## config.mk

```make
export PLATFORM = sky130hd
export DESIGN_NAME = unit_clause_dispatch
export DESIGN_NICKNAME = d
export VERILOG_FILES = /design/src/rtl/unit_clause_dispatch.sv
export SDC_FILE = /design/constraint.sdc
export NUM_CORES = 1
export LEC_CHECK = 0
export CORE_MARGIN = 2
export CORE_UTILIZATION = 65
export DETAILED_ROUTE_END_ITERATION = 8
export DONT_BUFFER_PORTS = 1
export PLACE_DENSITY = 0.86
export SYNTH_ARGS = -nofsm -noshare
export SYNTH_HDL_FRONTEND = slang
export SYNTH_SLANG_ARGS = --single-unit
```

## constraint.sdc

```tcl
create_clock -name clk -period 7.8 [get_ports clk]
set_clock_uncertainty 0.1 [all_clocks]
set_input_delay 0.39 -clock clk [delete_from_list [all_inputs] [get_ports clk]]
set_output_delay 0.39 -clock clk [all_outputs]
set_load 0.005 [all_outputs]
```

## src/rtl/unit_clause_dispatch.sv

```systemverilog
// unit_clause_dispatch: issues pending unit clauses one at a time in round-robin order
// and sends the clear-back request to the unit clause register once each has been propagated.
module unit_clause_dispatch #(
    parameter int CLAUSE_NUM = 8,
    parameter int IDX_W = (CLAUSE_NUM > 1) ? $clog2(CLAUSE_NUM) : 1
) (
    input  logic                  clk,
    input  logic                  rst,
    input  logic [CLAUSE_NUM-1:0] unit_clause,
    input  logic                  start,
    input  logic                  abort,
    output logic                  uc_valid,
    output logic [IDX_W-1:0]      uc_idx,
    input  logic                  uc_ready,
    input  logic                  prop_done,
    output logic                  rw_en,
    output logic [CLAUSE_NUM-1:0] delete_unit,
    output logic                  busy,
    output logic                  done
);
    typedef enum logic [2:0] {IDLE, SCAN, ISSUE, WAIT, CLEAR} state_t;
    state_t state, state_n;
    logic [IDX_W-1:0] ptr, ptr_n, uc_idx_n, off, pick;
    logic [IDX_W:0] sum;
    logic [2*CLAUSE_NUM-1:0] dbl;
    logic [CLAUSE_NUM-1:0] rot, delete_n;
    logic uc_valid_n, rw_en_n, done_n;
    // rotate so bit 0 is the pointer position; lowest set bit is the next clause
    assign dbl = {unit_clause, unit_clause} >> ptr;
    assign rot = dbl[CLAUSE_NUM-1:0];
    always_comb begin
        off = '0;
        for (int i = CLAUSE_NUM - 1; i >= 0; i--)
            if (rot[i]) off = IDX_W'(i);
    end
    assign sum  = {1'b0, ptr} + {1'b0, off};
    assign pick = (sum >= (IDX_W+1)'(CLAUSE_NUM)) ? IDX_W'(sum - (IDX_W+1)'(CLAUSE_NUM)) : IDX_W'(sum);
    always_comb begin
        state_n    = state;
        ptr_n      = ptr;
        uc_valid_n = uc_valid;
        uc_idx_n   = uc_idx;
        rw_en_n    = 1'b0;
        delete_n   = '1;
        done_n     = 1'b0;
        if (abort) begin
            state_n    = IDLE;
            uc_valid_n = 1'b0;
        end else begin
            case (state)
                IDLE:  state_n = start ? SCAN : IDLE;
                SCAN: begin
                    state_n    = (unit_clause == '0) ? IDLE : ISSUE;
                    done_n     = (unit_clause == '0);
                    uc_valid_n = (unit_clause != '0);
                    uc_idx_n   = (unit_clause == '0) ? uc_idx : pick;
                end
                ISSUE: begin
                    state_n    = uc_ready ? WAIT : ISSUE;
                    uc_valid_n = !uc_ready;
                end
                WAIT: begin
                    state_n  = prop_done ? CLEAR : WAIT;
                    rw_en_n  = prop_done;
                    delete_n = prop_done ? ~(CLAUSE_NUM'(1) << uc_idx) : '1;
                end
                CLEAR: begin
                    state_n = SCAN;
                    ptr_n   = (uc_idx == IDX_W'(CLAUSE_NUM - 1)) ? '0 : uc_idx + 1'b1;
                end
                default: state_n = IDLE;
            endcase
        end
    end
    always_ff @(posedge clk or posedge rst) begin
        if (rst) begin
            state       <= IDLE;
            ptr         <= '0;
            uc_valid    <= 1'b0;
            uc_idx      <= '0;
            rw_en       <= 1'b0;
            delete_unit <= '1;
            busy        <= 1'b0;
            done        <= 1'b0;
        end else begin
            state       <= state_n;
            ptr         <= ptr_n;
            uc_valid    <= uc_valid_n;
            uc_idx      <= uc_idx_n;
            rw_en       <= rw_en_n;
            delete_unit <= delete_n;
            busy        <= (state_n != IDLE);
            done        <= done_n;
        end
    end
endmodule

```

### After elaboration in Yosys (flattened, before gate mapping)

Index checks and enable logic that the tools add are counted.

* reductions and logical operators: 8
* shifts and indexed selects: 2
* multiplexer cells: 25
* bitwise operators: 3
* magnitude comparators: 1
* eq/ne operators: 5
* add/sub/neg operators: 3

Operator list (number)
* $mux W3: 12
* $mux W8: 3
* $shr A16 B3 Y8: 1
* $pmux W3 S5: 1
* $logic_not A8 Y1: 1
* $not A8 Y8: 1
* $reduce_bool A8 Y1: 1
* $shl A1 B3 Y8 const A: 1
* $mux W1: 7
* $eq A3 B2 Y1 const B: 2
* $eq A3 B3 Y1 const B: 2
* $reduce_bool A3 Y1: 2
* $add A3 B3 Y4: 1
* $ge A4 B4 Y1 const B: 1
* $add A3 B1 Y3 const B: 1
* $eq A3 B1 Y1 const B: 1
* $logic_not A3 Y1: 1
* $reduce_and A3 Y1: 1
* $sub A3 B1 Y3 const B: 1
* $mux W2: 1
* $not A1 Y1: 2
* $pmux W1 S2: 1
* $reduce_and A2 Y1: 1
* $logic_not A1 Y1: 1

* register bits after elaboration: 21
* output and inout bits: 15

### Depth between registers and ports, before layout

* depth in word-level cells: 12
* mapped depth: 15
* gate-level depth less buffers: 12

### Worst setup path before layout

OpenSTA, ideal clock, no wires.

* path kind: register to register
* from: register ptr[0]
* to: register uc_idx[2]
* cell stages (with the launch flop): 14
* setup time: 92 ps
* setup slack: 5149 ps
* data required time: 7608 ps
* arrival time: 2460 ps
* path through: dfrtp_1 buf_6 buf_6 buf_4 nor3b_1 o311ai_1 o311ai_1 a21boi_1 ha_1 inv_1 fa_1 xor2_1 and3_4 o31ai_2

* word-level cells in the longest chain between the ends: 12
* elaborated cells between the ends (all ways): 13

Ends and longest elaborated chain
* start: declaration: line 23 `logic [IDX_W-1:0] ptr, ptr_n, uc_idx_n, off, pick;`
* start signal: assignment: line 87 `ptr <= ptr_n;`
* $shr A16 B3 Y8: line 29 `assign dbl = {unit_clause, unit_clause} >> ptr;`
* $mux W3 (8 in a row): line 34 `if (rot[i]) off = IDX_W'(i);`
* $add A3 B3 Y4 *: line 36 `assign sum = {1'b0, ptr} + {1'b0, off};`
* $ge A4 B4 Y1 or $sub A3 B1 Y3 (tied branches): line 37 `assign pick = (sum >= (IDX_W+1)'(CLAUSE_NUM)) ? IDX_W'(sum - (IDX_W+1)'(CLAUSE_NUM)) : IDX_W'(sum);`
* $mux W3 *: line 37
* end signal: assignment: line 89 `uc_idx <= uc_idx_n;`
* end: declaration: line 13 `output logic [IDX_W-1:0] uc_idx,`

Mark *: on every way between the ends. The rest lies on a longest branch, timed or not.
A chain may end at the register's enable or synchronous reset.

### Worst setup path in the final report

Same ends and word-level chain as after synthesis.

==> run metrics <==
status finished, violations left; failing checks hold timing; GR Overflow Total 0; Layout Cells excl Fill 202; DR WL met3 281 µm; post-CTS setup buffers 0; Tightest Pin Transition 0.932 ns; DR pass1 iterations 4; number of placed I/O pins 29; most common cell after layout, fill and taps aside nand2_1; detailed placement HPWL 2540 µm; ant diodes 0; area of the multi-input gates 947 µm²; cts hold-fix bufs 0; met2 WL 1560 µm; Peak VDD IR 217 µV; Synth Area in Simple Gates 26.6%; Leak 0.601 nW; slew margin rel. 37.9%; r2r startpoint ptr[0]$_DFFE_PP0P_; Distinct cells, synth 51; Final Hold Viols 4; number of flops mapped to enable cells by yosys 0; top layer in use met4; CP max FO 28; Syn Area/Cell 8.69 µm²; setup_tns 0 ns; DR DRC count 0; TritonCTS Sinks 21; mapped cell area 0.00157 mm²; final wirelength 3420 µm; post-synthesis async set-or-reset flop share 100%; synthesized instance count 181; CTS tree built; RD Place Congestion 0.914; initial antenna violation count 0; post-synthesis xor/xnor area fraction 0.557%; DR WL/cell 16.9 µm; core area 0.00225 mm²; register area 536 µm²; Iteration-0 DRC Markers 52; Die X-Extent 53.2 µm; Main synth FF type dfrtp_1; Clock Tree Buf Depth 2; Die H 53.2 µm; Worst Path Arrival 3.63 ns; mux contribution to synthesized area 5.97%; Worst setup EP type register; CTS Root Cell clkbuf_4; adder-cell share of the synthesized area 6.84%; crit start category register; area fraction in compound gates after synthesis 20.3%; class of the most critical setup path register to register; Synth-to-Final Area Change -0.318%; power per cell area 205 mW/mm²; Final Critical Period 3.52 ns; Worst-Skew Late Latency 0.30 ns; vias 1298; Num CTS Buffers 3; layout cells sized above 1 12.1%; nets 197; Row Count 17; number of global-route vias before repair 1171; port buffer count 0; unrepaired setup endpoints after global routing no; minimum hold slack -0.00233 ns; Achievable Freq 284 MHz; placed cells 198; CTS H-tree lvls 1; commonest cells after routing, fill and taps aside nand2_1, nor2_1, dfrtp_1; HP Class input pin to async pin; total die area 0.00283 mm²; FILL cells 179; Yosys reg bits 21; Max-Cap Viols 0; critical path data required time 7.91 ns; first-pass GRT wire length 5690 µm; starting density of the core 69.8%; Vias/cell 6.43; Final setup viols 0; largest net degree at the start of global routing 29; synthesized net count 203; Metal-1 WL 1550 µm; Overall Global Routing Usage 27.9%; fin crit share 45.1%; fin. max-slew vios 0; clk slew on worst S/H paths 0.12 ns; Setup crit start ptr[0]$_DFFE_PP0P_; largest family of logic cells by synthesized area simple AND/OR/NAND/NOR gates; post-synthesis sequential area ratio 34.0%; post-CTS resize count 0; ANT nets after route 0; Synth warnings 0
stage by stage:
stage	utilization (%)	power (mW)	worst slack (ns)	cell area, µm²
after detailed placement	68.3	0.270	4.32	1540
after global routing	69.5	0.348	3.97	1570
after floorplan	-	0.249	5.15	1570
after global placement	68.3	0.263	4.49	1540
final	69.5	0.321	4.28	1570
after CTS	69.5	0.322	4.30	1570
cells by family (layout without fill, tap and decap cells):
| logic type | count (synthesis) | after routing |
|---|---|---|
| AO/OA/AOI/OAI | 46 | 46 |
| buffers and inverters | 17 | 10 |
| multiplexers | 9 | 9 |
| AND/OR/NAND/NOR | 79 | 79 |
| adder cells (fa/ha/maj) | 8 | 8 |
| flip-flops | 21 | 21 |
| XOR/XNOR | 1 | 1 |
routing by layer:
metal,global-route usage (%),up-vias
li1,-,639
met1,41.3,590
met2,42.5,64
met3,5.93,5
met4,4.27,0
met5,0,-
sequential cells by signal, indices dropped and copies added (netlist names):
register     flops
ptr              3
busy             1
uc_idx           3
rw_en            1
uc_valid         1
done             1
delete_unit      8
state            3
where the power goes:
group / internal [mW] / total (mW) / switching [mW]
Clock: 0.0191 / 0.0515 / 0.0324
Sequential: 0.121 / 0.157 / 0.0362
Combinational: 0.0536 / 0.113 / 0.0593
Total: 0.194 / 0.321 / 0.128
area by class of cell:
cell class	count	area share (%)
multi-input cells	143	60.4
flip-flops and latches	21	34.2
well taps	28	2.23
clock buffers	3	1.44
inverters	6	1.44
clock inverters	1	0.319
path summary, 6_finish.rpt:
check                                        end  slack, ns  depth (start not counted)
max                        uc_idx[2]$_DFFE_PP0P_       4.28                         12
min                           state[2]$_DFF_PP0_     -0.002                          1
max reg2reg                uc_idx[2]$_DFFE_PP0P_       4.28                         12
min reg2reg                 uc_valid$_DFFE_PP0P_       0.54                          1
max in group asynchronous     ptr[2]$_DFFE_PP0P_       7.11                          1
min in group clk              state[0]$_DFF_PP0_       0.05                          1
cell usage after synthesis (2+ instances only):
cell type	instances	area [µm²]
dfrtp_1	13	325
inv_1	6	22.5
nand3_1	12	60.1
dfstp_2	8	210
buf_4	2	15.0
mux2_2	3	33.8
nor2_1	15	56.3
mux2i_1	6	60.1
nor3_1	8	40.0
ha_1	7	87.6
o21ai_0	10	50.1
nor3b_1	2	15.0
clkbuf_1	4	15.0
nand2b_1	4	25.0
buf_2	3	15.0
o311ai_1	2	17.5
nand4_1	2	12.5
a31oi_1	4	25.0
nor2b_1	4	25.0
nand2_1	21	78.8
buf_6	2	22.5
o221ai_1	2	17.5
o31ai_1	2	15.0
a21oi_1	11	55.1
a21o_1	2	15.0
worst max-delay path, cell delays in order, from the launching register on:
cell and delay (ns):
dfrtp_1 0.97, nand2b_1 0.25, a21boi_0 0.27, a21oi_1 0.11, o311ai_1 0.26, o311ai_1 0.14, a21boi_1 0.19, ha_1 0.16
inv_1 0.05, fa_1 0.37, xor2_1 0.16, and3_4 0.19, o31ai_2 0.21
Power figures use the tool's default switching activity.
